## config.mk

```make
export PLATFORM = sky130hd
export DESIGN_NAME = s_axi_read_banked
export DESIGN_NICKNAME = d
export VERILOG_FILES = /design/src/rtl/s_axi_read_banked.sv
export SDC_FILE = /design/constraint.sdc
export NUM_CORES = 1
export LEC_CHECK = 0
export CAP_MARGIN = 20
export CORE_MARGIN = 3
export CORE_UTILIZATION = 36
export DETAILED_ROUTE_END_ITERATION = 8
export PLACE_DENSITY = 0.78
export REMOVE_ABC_BUFFERS = 1
export SLEW_MARGIN = 20
export SYNTH_ARGS = -nofsm -noshare
export SYNTH_HDL_FRONTEND = slang
export SYNTH_SLANG_ARGS = --single-unit
export TNS_END_PERCENT = 30
```

## constraint.sdc

```tcl
create_clock -name clk -period 1.78 [get_ports clk]
set_input_delay 0.534 -clock clk [delete_from_list [all_inputs] [get_ports clk]]
set_output_delay 0.534 -clock clk [all_outputs]
set_load 0.05 [all_outputs]
```

## src/rtl/s_axi_read_banked.sv

```systemverilog
// AXI4-Lite read slave that decodes the top address bits into one of NUM_BANKS
// register banks, waits a bounded number of cycles for bank data, and returns it on R.
module s_axi_read_banked #(
  parameter int unsigned ADDR_WIDTH     = 16,
  parameter int unsigned DATA_WIDTH     = 32,
  parameter int unsigned NUM_BANKS      = 4,
  parameter int unsigned BANK_SEL_WIDTH = 2,
  parameter int unsigned OFFSET_WIDTH   = 8,
  parameter int unsigned TIMEOUT_CYCLES = 64,
  parameter int unsigned CNT_WIDTH      = 16
) (
  input  logic                            clk,
  input  logic                            reset,
  input  logic [ADDR_WIDTH-1:0]           S_AXI_ARADDR,
  input  logic                            S_AXI_ARVALID,
  output logic                            S_AXI_ARREADY,
  output logic [DATA_WIDTH-1:0]           S_AXI_RDATA,
  output logic [1:0]                      S_AXI_RRESP,
  output logic                            S_AXI_RVALID,
  input  logic                            S_AXI_RREADY,
  output logic                            bank_req,
  output logic [BANK_SEL_WIDTH-1:0]       bank_sel,
  output logic [OFFSET_WIDTH-1:0]         bank_offset,
  input  logic [NUM_BANKS*DATA_WIDTH-1:0] bank_rdata,
  input  logic [NUM_BANKS-1:0]            bank_ready,
  output logic [CNT_WIDTH-1:0]            stat_rd_cnt,
  output logic [CNT_WIDTH-1:0]            stat_err_cnt
);

  localparam int unsigned WAIT_W = (TIMEOUT_CYCLES > 1) ? $clog2(TIMEOUT_CYCLES) : 1;
  localparam logic [1:0] RESP_OKAY   = 2'b00;
  localparam logic [1:0] RESP_SLVERR = 2'b10;
  localparam logic [1:0] RESP_DECERR = 2'b11;

  typedef enum logic [1:0] {IDLE, REQ, RESP} state_t;

  state_t                    state, state_nx;
  logic [WAIT_W-1:0]         wait_cnt;
  logic [BANK_SEL_WIDTH-1:0] ar_idx;
  logic                      ar_hit;
  logic                      ar_hs;
  logic                      r_hs;
  logic                      timeout;
  logic                      sel_ready;
  logic [DATA_WIDTH-1:0]     sel_data;
  logic                      unused_addr;

  assign ar_idx      = S_AXI_ARADDR[ADDR_WIDTH-1 -: BANK_SEL_WIDTH];
  assign ar_hit      = 32'(ar_idx) < NUM_BANKS;
  assign r_hs        = S_AXI_RVALID && S_AXI_RREADY;
  assign timeout     = wait_cnt == WAIT_W'(TIMEOUT_CYCLES - 1);
  // Low address bits and the aliased gap below the bank field are intentionally unused.
  assign unused_addr = ^S_AXI_ARADDR;

  // Ready/data of the currently selected bank; other banks' strobes are ignored.
  always_comb begin
    sel_ready = 1'b0;
    sel_data  = '0;
    for (int unsigned i = 0; i < NUM_BANKS; i++) begin
      if (bank_sel == BANK_SEL_WIDTH'(i)) begin
        sel_ready = bank_ready[i];
        sel_data  = bank_rdata[i*DATA_WIDTH +: DATA_WIDTH];
      end
    end
  end

  always_ff @(posedge clk) begin
    if (!reset) state <= IDLE;
    else        state <= state_nx;
  end

  always_comb begin
    state_nx = state;
    ar_hs    = 1'b0;
    case (state)
      IDLE: begin
        if (S_AXI_ARVALID && S_AXI_ARREADY) begin
          ar_hs    = 1'b1;
          state_nx = ar_hit ? REQ : RESP;
        end
      end
      REQ: begin
        if (sel_ready || timeout) state_nx = RESP;
      end
      RESP: begin
        if (r_hs) state_nx = IDLE;
      end
      default: state_nx = IDLE;
    endcase
  end

  // Registered AXI/bank outputs, response capture and statistics.
  always_ff @(posedge clk) begin
    if (!reset) begin
      S_AXI_ARREADY <= 1'b0;
      S_AXI_RVALID  <= 1'b0;
      S_AXI_RDATA   <= '0;
      S_AXI_RRESP   <= RESP_OKAY;
      bank_req      <= 1'b0;
      bank_sel      <= '0;
      bank_offset   <= '0;
      wait_cnt      <= '0;
      stat_rd_cnt   <= '0;
      stat_err_cnt  <= '0;
    end else begin
      S_AXI_ARREADY <= state_nx == IDLE;
      S_AXI_RVALID  <= state_nx == RESP;
      bank_req      <= state_nx == REQ;

      if (ar_hs) begin
        bank_sel    <= ar_idx;
        bank_offset <= S_AXI_ARADDR[OFFSET_WIDTH+1:2];
        wait_cnt    <= '0;
        if (!ar_hit) begin
          S_AXI_RDATA <= '0;
          S_AXI_RRESP <= RESP_DECERR;
        end
      end

      // A ready in the final wait cycle wins over the timeout.
      if (state == REQ) begin
        wait_cnt <= wait_cnt + WAIT_W'(1);
        if (sel_ready) begin
          S_AXI_RDATA <= sel_data;
          S_AXI_RRESP <= RESP_OKAY;
        end else if (timeout) begin
          S_AXI_RDATA <= '0;
          S_AXI_RRESP <= RESP_SLVERR;
        end
      end

      if (r_hs) begin
        if (stat_rd_cnt != '1) stat_rd_cnt <= stat_rd_cnt + CNT_WIDTH'(1);
        if (S_AXI_RRESP != RESP_OKAY && stat_err_cnt != '1)
          stat_err_cnt <= stat_err_cnt + CNT_WIDTH'(1);
      end
    end
  end

endmodule

```

==> results of run 1 <==
## logic make-up after synthesis
kind of cell	Yosys count
simple gates	138
compound gates	113
flops	86
mux	41
buf+inv	37
fa+ha+maj	3
other cells	1
## per-stage QoR
| step | instances | hold slack, ns |
|---|---|---|
| final | 845 | 0.4621 |
| after global routing | 845 | 0.4774 |
| after CTS | 846 | 0.4596 |
| after detailed placement | 821 | 0.4507 |
| after global placement | 821 | 0.4444 |
| after floorplan | 390 | 0.4358 |
## timing repair
action / in CTS / in global routing
buffers inserted: 6 / 1
pin swaps: 17 / 20
cloned: 3 / 1
hold endpoints to repair: 0 / 0
gates resized for setup: 21 / 12
endpoints found under the setup margin: 62 / 43
## how the worst min path moves through the flow
| stage | depth (start not counted) | slack, ns | to |
|---|---|---|---|
| after floorplan | 1 | 0.44 | wait_cnt[3]$_SDFFE_PN0P_ |
| after global placement | 2 | 0.44 | bank_offset[0]$_SDFFE_PN0P_ |
| after detailed placement | 2 | 0.45 | bank_offset[0]$_SDFFE_PN0P_ |
| after CTS | 2 | 0.46 | bank_offset[0]$_SDFFE_PN0P_ |
| after global routing | 2 | 0.48 | bank_offset[1]$_SDFFE_PN0P_ |
| final | 2 | 0.46 | bank_offset[0]$_SDFFE_PN0P_ |
## worst register-to-register path, cell delays in order, from the launching register on
cell     delay (ns)
dfxtp_2        0.34
mux4_2         0.55
a31o_4         0.25
a21oi_4        0.20
buf_12         0.15
buf_12         0.13
a22o_1         0.15
## Yosys cell counts, types with 2 or more instances
master,count
nand2b_1,8
a22o_1,32
o311ai_0,2
or4_1,12
buf_2,4
clkbuf_1,18
ha_1,3
buf_6,4
nand4_1,8
nand3_1,17
inv_1,7
and4_1,3
or2_2,2
nand3b_1,2
a211oi_1,2
nor2_1,14
dfxtp_1,86
buf_1,2
o31ai_1,9
or3_1,8
mux4_2,33
a21oi_1,42
o211ai_1,3
o41ai_1,5
nand2_1,44
mux2i_1,8
o21ai_0,12
and3_1,5
nor4_1,4
nor3_1,4
## layout make-up
class,count,area share
antenna,1,0.0003090
clock buffer,10,0.02827
clock inverter,6,0.01066
inverter,8,0.003708
multi-input combinational,296,0.3002
sequential,86,0.2140
tap,143,0.02209
timing repair buffer,295,0.4208
## per-layer routing
| metal | GRT usage | vias to the layer above |
|---|---|---|
| met2 | 0.4595 | 246 |
| met1 | 0.2606 | 2273 |
| met3 | 0.07947 | 32 |
| met5 | 0 | - |
| li1 | - | 2176 |
| met4 | 0.08764 | 0 |
## power breakdown
group	internal, uW	switching [uW]	total [uW]	leakage, uW
clock network	1230	777	2000	0.000152
registers	1970	47.1	2020	0.000698
logic	633	449	1080	0.00213
total	3830	1270	5110	0.00298
## sequential cells by signal (all words and copies together), names as in the netlist
register       flops
S_AXI_ARREADY      1
S_AXI_RDATA       32
S_AXI_RRESP        1
S_AXI_RVALID       1
bank_offset        8
bank_req           1
bank_sel           2
stat_err_cnt      16
stat_rd_cnt       16
state              2
wait_cnt           6
==> impl_metrics.json, run 1 <==
{
  "outcome": "complete, but fails checks",
  "violations": "setup timing",
  "synth.cell_area_sq_um": 4280,
  "ir_worst_vdd_mv": 0.4352,
  "synth_top_flop_cell": "dfxtp_1",
  "critical_path.max_stage_delay_ns": 0.50,
  "rows": 39,
  "clockBufferDepth": 2,
  "clock_skew_ns": 0.007317,
  "initial_core_util": 0.3717,
  "slowest_stage": "mux4_2",
  "synthMuxAreaShare": 0.1923,
  "reg2reg_depth": 6,
  "crit_top_cell": "buf_12",
  "m1WireLength_um": 5597,
  "p_per_area_nw_per_um2": 630.5,
  "worstSetupStartpoint": "bank_ready[1]",
  "crit_buf_inv": 3,
  "coreArea_sq_um": 11520,
  "dp_slack_ns": -0.6310,
  "ys_warn_count": 0,
  "ant_nets": 0,
  "synth_compound_area_frac": 0.1827,
  "drcViolationCount": 0,
  "port_buffers": 223,
  "dp_hpwl_um": 12690,
  "finalPower_uw": 5106,
  "pin_count": 231,
  "viasPerCell": 5.594,
  "synth-simple-area-share": 0.1716,
  "p_leak_uw": 0.002985,
  "cp_max_fo": 8,
  "drt_iter0_drc": 325,
  "synthXorXnorAreaFrac": 0,
  "hp-class": "reg -> reg",
  "synthDistinctLibCells": 46,
  "wl_per_cell_um": 19.73,
  "final_cell_area_sq_um": 8099,
  "multi_input_area_sq_um": 2431,
  "setup_tns_ns": -0.5128,
  "yosysTopAreaCellShare": 0.4022,
  "grt_pass1_wl_um": 25640,
  "root_buffer": "clkbuf_16",
  "ys_ff_latch": 86,
  "grt_use_total": 0.2474,
  "antenna_found_initial": 1,
  "cp.required_ns": 2.05,
  "fin_nets": 851,
  "vias": 4727,
  "fin_crit_sh": 1.027,
  "syn_avg_cell_area_sq_um": 10.22,
  "final-seq-area_sq_um": 1733,
  "clkLatencyLatePin_ns": 0.33,
  "grt_start_max_net_pins": 35,
  "ctsHtreeMaxLevel": 3,
  "top_layer": "met4",
  "drive_gt1_frac": 0.3138,
  "cts_made_buffers": 9,
  "die_w_um": 115.0,
  "die_area_sq_um": 13230,
  "synth_top_family_by_area": "multiplexers",
  "first_pass_iters": 5,
  "critPathLaunchType": "input port",
  "ys_seq_area_frac": 0.4022,
  "finalHoldViolCount": 0,
  "synth-edff-count": 0,
  "rrSetupSlack_ns": -0.05,
  "cts.clk_slew.worst_paths_ns": 0.06,
  "rsz0062_at_grt": "true",
  "fmax_mhz": 546.8,
  "worst_slack_ns": -0.04873,
  "synthAdderAreaFrac": 0.008769,
  "crit_family": "compound AO/OA/AOI/OAI gates",
  "area_growth_pct": 89.21,
  "mostFrequentLayoutCells": "clkdlybuf4s50_1 (140), buf_4 (84), dfxtp_1 (81)",
  "ctsHoldBuffers": 0,
  "async_reset_ff_frac": 0,
  "wl_um": 16680,
  "place.gp.congestion": 0.8894,
  "drv_slew": 0,
  "endpoint_kind": "flop",
  "fp.dieH_um": 115.0,
  "crit_end": "S_AXI_RDATA[6]$_SDFFE_PN0P_",
  "synth_area_leaders": "dfxtp_1 (40%), mux4_2 (17%), a22o_1 (6.5%)",
  "final_common_cell": "clkdlybuf4s50_1",
  "setup_violations": 24,
  "fin_util": 0.7033,
  "cts_tree": "built",
  "syn-instance-count": 419,
  "grt-ovfl-total": 0,
  "worstPathArrival_ns": 2.10,
  "crit_cells": 7,
  "route.met3.wl_um": 1499,
  "dpl-instance-area_sq_um": 7607,
  "synth_area_leader_cell": "dfxtp_1",
  "first_global_vias": 4999,
  "fill_cells": 798,
  "path_cells": "clkdlybuf4s15_1 -> mux4_2 -> a31o_4 -> a21oi_4 -> buf_12 -> buf_12 -> a22o_1",
  "maxCapViolations": 0,
  "min_from": "bank_offset[0]$_SDFFE_PN0P_",
  "fin_crit_ns": 1.829,
  "wl_met2_um": 9082,
  "cts.sinks": 86,
  "worstReg2RegEnd": "S_AXI_RDATA[6]$_SDFFE_PN0P_",
  "crit_type": "in -> reg",
  "reg2reg_from": "bank_sel[0]$_SDFFE_PN0P_"
}
Note: power is estimated with default switching activity, not from simulation.
==> inputs of run 2 (changes only) <==
--- a/config.mk
+++ b/config.mk
@@ -6,10 +6,10 @@
 export NUM_CORES = 1
 export LEC_CHECK = 0
 export CAP_MARGIN = 20
-export CORE_MARGIN = 3
-export CORE_UTILIZATION = 36
+export CORE_UTILIZATION = 35
 export DETAILED_ROUTE_END_ITERATION = 8
-export PLACE_DENSITY = 0.78
+export HOLD_SLACK_MARGIN = 0.02
+export PLACE_DENSITY = 0.76
 export REMOVE_ABC_BUFFERS = 1
 export SLEW_MARGIN = 20
 export SYNTH_ARGS = -nofsm -noshare
==> run 2 against run 1 <==
The run still ends with setup timing left. Largest power group unchanged. Final cell count increased by 0.83%. Maximum frequency fell by 0.57%. Highest routed layer unchanged. Combinational power hardly changed. Critical path type unchanged. Critical path depth did not move. Worst hold slack got worse by 0.0025 ns. Setup slack worse by 0.011 ns.
==> impl_metrics.json, run 2 (synthesis gave the netlist of run 1 again) <==
{
  "outcome": "complete, but fails checks",
  "violations": "setup timing",
  "first_global_vias": 4728,
  "cts.sinks": 86,
  "die_area_sq_um": 12680,
  "reg_top3": "S_AXI_RDATA (32), stat_err_cnt (16), stat_rd_cnt (16)",
  "grt_pass1_wl_um": 23310,
  "area_growth_pct": 88.78,
  "grt_use_total": 0.2371,
  "fin_crit_ns": 1.839,
  "reg2reg_from": "bank_sel[0]$_SDFFE_PN0P_",
  "p_leak_uw": 0.002987,
  "worstReg2RegEnd": "S_AXI_RDATA[7]$_SDFFE_PN0P_",
  "fmax_mhz": 543.7,
  "ctsHtreeMaxLevel": 3,
  "grt_start_max_net_pins": 35,
  "max_slew_margin": 0.6659,
  "cts_tree": "built",
  "fp.dieH_um": 112.6,
  "reg2reg_depth": 6,
  "first_pass_iters": 4,
  "die_w_um": 112.6,
  "fin_crit_sh": 1.033,
  "ir_worst_vdd_mv": 0.3705,
  "mostFrequentLayoutCells": "clkdlybuf4s50_1 (140), buf_4 (87), dfxtp_1 (80)",
  "cts.clk_slew.worst_paths_ns": 0.06,
  "drive_gt1_frac": 0.3153,
  "crit_end": "S_AXI_RDATA[7]$_SDFFE_PN0P_",
  "clockBufferDepth": 2,
  "worst_hold_slack_ns": 0.4595,
  "wl_um": 15390,
  "antenna_found_initial": 1,
  "dp_hpwl_um": 11800,
  "rows": 40,
  "setup_violations": 28,
  "cp_max_fo": 7,
  "cp.required_ns": 2.05,
  "grt-ovfl-total": 0,
  "worstPathArrival_ns": 2.11,
  "setup_tns_ns": -1.028,
  "worst_slew_pin_slew_ns": 0.4989,
  "port_buffers": 223,
  "largest_reg_flops": 32,
  "final_cell_area_sq_um": 8080,
  "p_per_area_nw_per_um2": 610.7,
  "rsz0062_at_grt": "true",
  "worstSetupStartpoint": "bank_ready[2]",
  "drcViolationCount": 0,
  "viasPerCell": 5.475,
  "largest-register": "S_AXI_RDATA",
  "initial_core_util": 0.3578,
  "cts_made_buffers": 9,
  "clkLatencyLatePin_ns": 0.33,
  "rrSetupSlack_ns": -0.05,
  "place.gp.congestion": 0.8737,
  "critical_path.max_stage_delay_ns": 0.50,
  "fin_nets": 854,
  "drt_iter0_drc": 286,
  "drv_slew": 0,
  "endpoint_kind": "flop",
  "finalHoldViolCount": 0,
  "pin_count": 231,
  "vias": 4665,
  "worst_slack_ns": -0.05925,
  "clock_skew_ns": 0.006145,
  "critPathLaunchType": "input port",
  "wl_per_cell_um": 18.06,
  "root_buffer": "clkbuf_16",
  "ant_nets": 0,
  "crit_type": "in -> reg",
  "coreArea_sq_um": 11960,
  "path_cells": "dlygate4sd2_1 -> mux4_2 -> a31o_4 -> a21oi_4 -> buf_12 -> clkbuf_16 -> a22o_1",
  "final_common_cell": "clkdlybuf4s50_1",
  "slowest_stage": "mux4_2",
  "dpl-instance-area_sq_um": 7591,
  "ctsHoldBuffers": 0,
  "hp-class": "reg -> reg",
  "maxCapViolations": 0
}
run 2: worst min path at each step:
stage               cells after the start                         from  slack [ns]                           to
global placement                        2  bank_offset[2]$_SDFFE_PN0P_        0.45  bank_offset[2]$_SDFFE_PN0P_
finish                                  2  bank_offset[6]$_SDFFE_PN0P_        0.46  bank_offset[6]$_SDFFE_PN0P_
detailed placement                      2  bank_offset[6]$_SDFFE_PN0P_        0.45  bank_offset[6]$_SDFFE_PN0P_
floorplan                               1     wait_cnt[3]$_SDFFE_PN0P_        0.44     wait_cnt[3]$_SDFFE_PN0P_
global route                            2  bank_offset[4]$_SDFFE_PN0P_        0.48  bank_offset[4]$_SDFFE_PN0P_
CTS                                     2  bank_offset[6]$_SDFFE_PN0P_        0.46  bank_offset[6]$_SDFFE_PN0P_
run 2: stage by stage:
stage	setup slack, ns	std cells	util	total power [uW]
3_5_place_dp	-0.6035	828	0.6346	3098
6_report	-0.05925	852	0.6755	4935
3_3_place_gp	-0.5723	828	0.6346	3073
2_1_floorplan	-1.766	390	-	2493
5_1_grt	-0.09544	852	0.6755	5109
4_1_cts	-0.07610	849	0.6703	4953
run 2: critical path, delay by kind of cell:
| family | cells | cell delay (ns) |
|---|---|---|
| muxes | 1 | 0.50 |
| AOI/OAI and AO/OA | 3 | 0.55 |
| buffers and inverters | 3 | 0.52 |
run 2: cell type report:
cell class / instances / area, sq um
multi-input cells: 296 / 2429
clock inverters: 4 / 47.55
flip-flops and latches: 86 / 1732
inverters: 8 / 30.03
well taps: 147 / 183.9
diodes: 1 / 2.502
clock buffers: 12 / 236.5
fillers: 895 / 3881
repair buffers: 298 / 3420
run 2: what timing repair did:
action                     in CTS  in global routing
gates cloned                    3                  1
setup endpoints to repair      57                 47
setup buffers                   2                  1
gates resized for setup        21                 11
pin swaps                       8                 28
run 2: layer usage:
metal  wire [um]  vias up  GRT usage
met2        8625      194     0.4658
met3        1115       17    0.06803
li1            -     2182          -
met4         280        0    0.07200
met5           0        -          0
met1        5366     2272     0.2383
run 2: power breakdown:
group          total [uW]  internal [uW]  switching, uW  leakage, uW
logic                1090            642            449      0.00215
registers            2020           1980           45.7     0.000698
clock network        1820           1080            738     0.000137
total                4930           3700           1230      0.00299
==> inputs of run 3 (changes only) <==
--- a/config.mk
+++ b/config.mk
@@ -6,10 +6,10 @@
 export NUM_CORES = 1
 export LEC_CHECK = 0
 export CAP_MARGIN = 20
-export CORE_UTILIZATION = 35
+export CORE_UTILIZATION = 36
 export DETAILED_ROUTE_END_ITERATION = 8
 export HOLD_SLACK_MARGIN = 0.02
-export PLACE_DENSITY = 0.76
+export PLACE_DENSITY = 0.78
 export REMOVE_ABC_BUFFERS = 1
 export SLEW_MARGIN = 20
 export SYNTH_ARGS = -nofsm -noshare
==> run 3 against run 2 <==
The run ends with DRC left. Critical path depth is the same. Sequential share of layout area grew 0.24 points. Power shrank 2.7%. Wire length grew 1.8%. Worst hold slack gained 0.0086 ns. Clock skew is essentially flat. Via count shrank 0.34%. First-iteration DRC count shrank 6.6%. Global-route usage grew 1.6 points. Clock-buffer cell count is the same. Maximum frequency grew 4.5%. Setup slack gained 0.079 ns.
==> impl_metrics.json, run 3 (synthesis gave the netlist of run 1 again) <==
{
  "hp-class": "reg -> reg",
  "rrSetupSlack_ns": 0.03,
  "grt_use_total": 0.2529,
  "dp_cells": 818,
  "final_cells": 844,
  "setup_violations": 0,
  "area_growth_pct": 86.96,
  "fin_util": 0.6949,
  "rsz0062_at_grt": "true",
  "die_area_sq_um": 12330,
  "clkLatencyLatePin_ns": 0.34,
  "cts_made_buffers": 9,
  "root_buffer": "clkbuf_16",
  "drt_iter0_drc": 267,
  "dpl-instance-area_sq_um": 7560,
  "grt_start_max_net_pins": 35,
  "dp_hpwl_um": 12010,
  "p_leak_uw": 0.002933,
  "whs_endpoint": "bank_offset[1]$_SDFFE_PN0P_",
  "endpoint_kind": "flop",
  "outcome": "complete, but fails checks",
  "reg2reg_depth": 6,
  "cp.required_ns": 2.06,
  "maxCapViolations": 0,
  "reg_top3": "S_AXI_RDATA (32), stat_err_cnt (16), stat_rd_cnt (16)",
  "port_buffers": 223,
  "ctsHtreeMaxLevel": 3,
  "violations": "DRC",
  "fp.dieH_um": 111.0,
  "crit_type": "in -> reg",
  "worst_slack_ns": 0.01956,
  "ctsHoldBuffers": 0,
  "final_common_cell": "clkdlybuf4s50_1",
  "wl_per_cell_um": 18.56,
  "wl_um": 15660,
  "grt-ovfl-total": 0,
  "worstPathArrival_ns": 2.04,
  "reg2reg_from": "bank_sel[0]$_SDFFE_PN0P_",
  "multi_input_area_sq_um": 2452,
  "ir_worst_vdd_mv": 0.5018,
  "max_slew_margin": 0.6487,
  "drcViolationCount": 16,
  "fill_cells": 809,
  "finalPower_uw": 4800,
  "critPathLaunchType": "input port",
  "largest_reg_flops": 32,
  "drv_slew": 0,
  "min_from": "bank_offset[1]$_SDFFE_PN0P_",
  "first_pass_iters": 6,
  "worst_slew_pin_slew_ns": 0.5222,
  "worstSetupStartpoint": "bank_ready[0]",
  "coreArea_sq_um": 11520,
  "initial_core_util": 0.3717,
  "cp_max_fo": 8,
  "final_cell_area_sq_um": 8003,
  "dp_slack_ns": -0.5993,
  "mostFrequentLayoutCells": "clkdlybuf4s50_1 (140), buf_4 (84), dfxtp_1 (78)",
  "drive_gt1_frac": 0.3195,
  "clock_skew_ns": 0.005780,
  "rows": 39,
  "place.gp.congestion": 0.8732,
  "hold_path_depth": 2,
  "fmax_mhz": 568.0,
  "viasPerCell": 5.508,
  "p_per_area_nw_per_um2": 599.8,
  "clockBufferDepth": 2,
  "antenna_found_initial": 3,
  "die_w_um": 111.0,
  "largest-register": "S_AXI_RDATA",
  "first_global_vias": 4879,
  "cts.clk_slew.worst_paths_ns": 0.06,
  "grt_pass1_wl_um": 24310,
  "cts_tree": "built",
  "ant_nets": 0,
  "fin_nets": 848,
  "final-seq-area_sq_um": 1734,
  "fin_crit_sh": 0.9890,
  "pin_count": 231,
  "cts.sinks": 86,
  "fin_crit_ns": 1.760,
  "finalHoldViolCount": 0,
  "vias": 4649,
  "worstReg2RegEnd": "S_AXI_RDATA[26]$_SDFFE_PN0P_"
}
[run 3: critical path: stages]
cell and delay [ns]:
dlygate4sd2_1 0.22, mux4_2 0.47, a31o_4 0.24, a21oi_4 0.15, buf_6 0.15, buf_12 0.13, a22o_1 0.14
[run 3: area by class of cell]
| class | instances | share of cell area |
|---|---|---|
| repair buffers | 292 | 0.4162 |
| multi-input cells | 296 | 0.3064 |
| flip-flops and latches | 86 | 0.2167 |
| clock buffers | 12 | 0.03080 |
| well taps | 143 | 0.02236 |
| inverters | 8 | 0.003752 |
| clock inverters | 4 | 0.002814 |
| diodes | 3 | 0.0009381 |
[run 3: worst max path at each step]
stage                                    endpoint  slack (ns)  cells after the start
floorplan             S_AXI_RDATA[0]$_SDFFE_PN0P_       -1.77                      4
global placement     stat_rd_cnt[11]$_SDFFE_PN0P_       -0.50                      5
detailed placement  stat_err_cnt[15]$_SDFFE_PN0P_       -0.60                      5
CTS                 stat_err_cnt[15]$_SDFFE_PN0P_      -0.004                      5
global route         stat_rd_cnt[11]$_SDFFE_PN0P_       -0.09                      7
finish               S_AXI_RDATA[26]$_SDFFE_PN0P_        0.02                      7
[run 3: power breakdown]
group	total [uW]	internal, uW	switching [uW]
Clock	1730	977	749
Combinational	1050	614	439
Sequential	2020	1970	45.5
Total	4800	3570	1230
[run 3: stage by stage]
step | setup TNS, ns | hold slack [ns]
2_1_floorplan | -77.57 | 0.4358
3_3_place_gp | -26.89 | 0.4435
3_5_place_dp | -29.95 | 0.4597
4_1_cts | -0.004472 | 0.4691
5_1_grt | -0.3162 | 0.4901
6_report | 0 | 0.4681
[run 3: per-layer routing]
metal  GRT usage  routed length (um)
met1      0.2574                5589
met2      0.4625                8319
met4      0.1315                 521
met5           0                   0
met3     0.07928                1233
[run 3: timing repair]
| action | 4_1_cts | 5_1_grt |
|---|---|---|
| endpoints found under the setup margin | 52 | 51 |
| pin swaps | 6 | 16 |
| resized for setup | 12 | 24 |
| gates cloned | 2 | 1 |
| setup buffers | 3 | 2 |
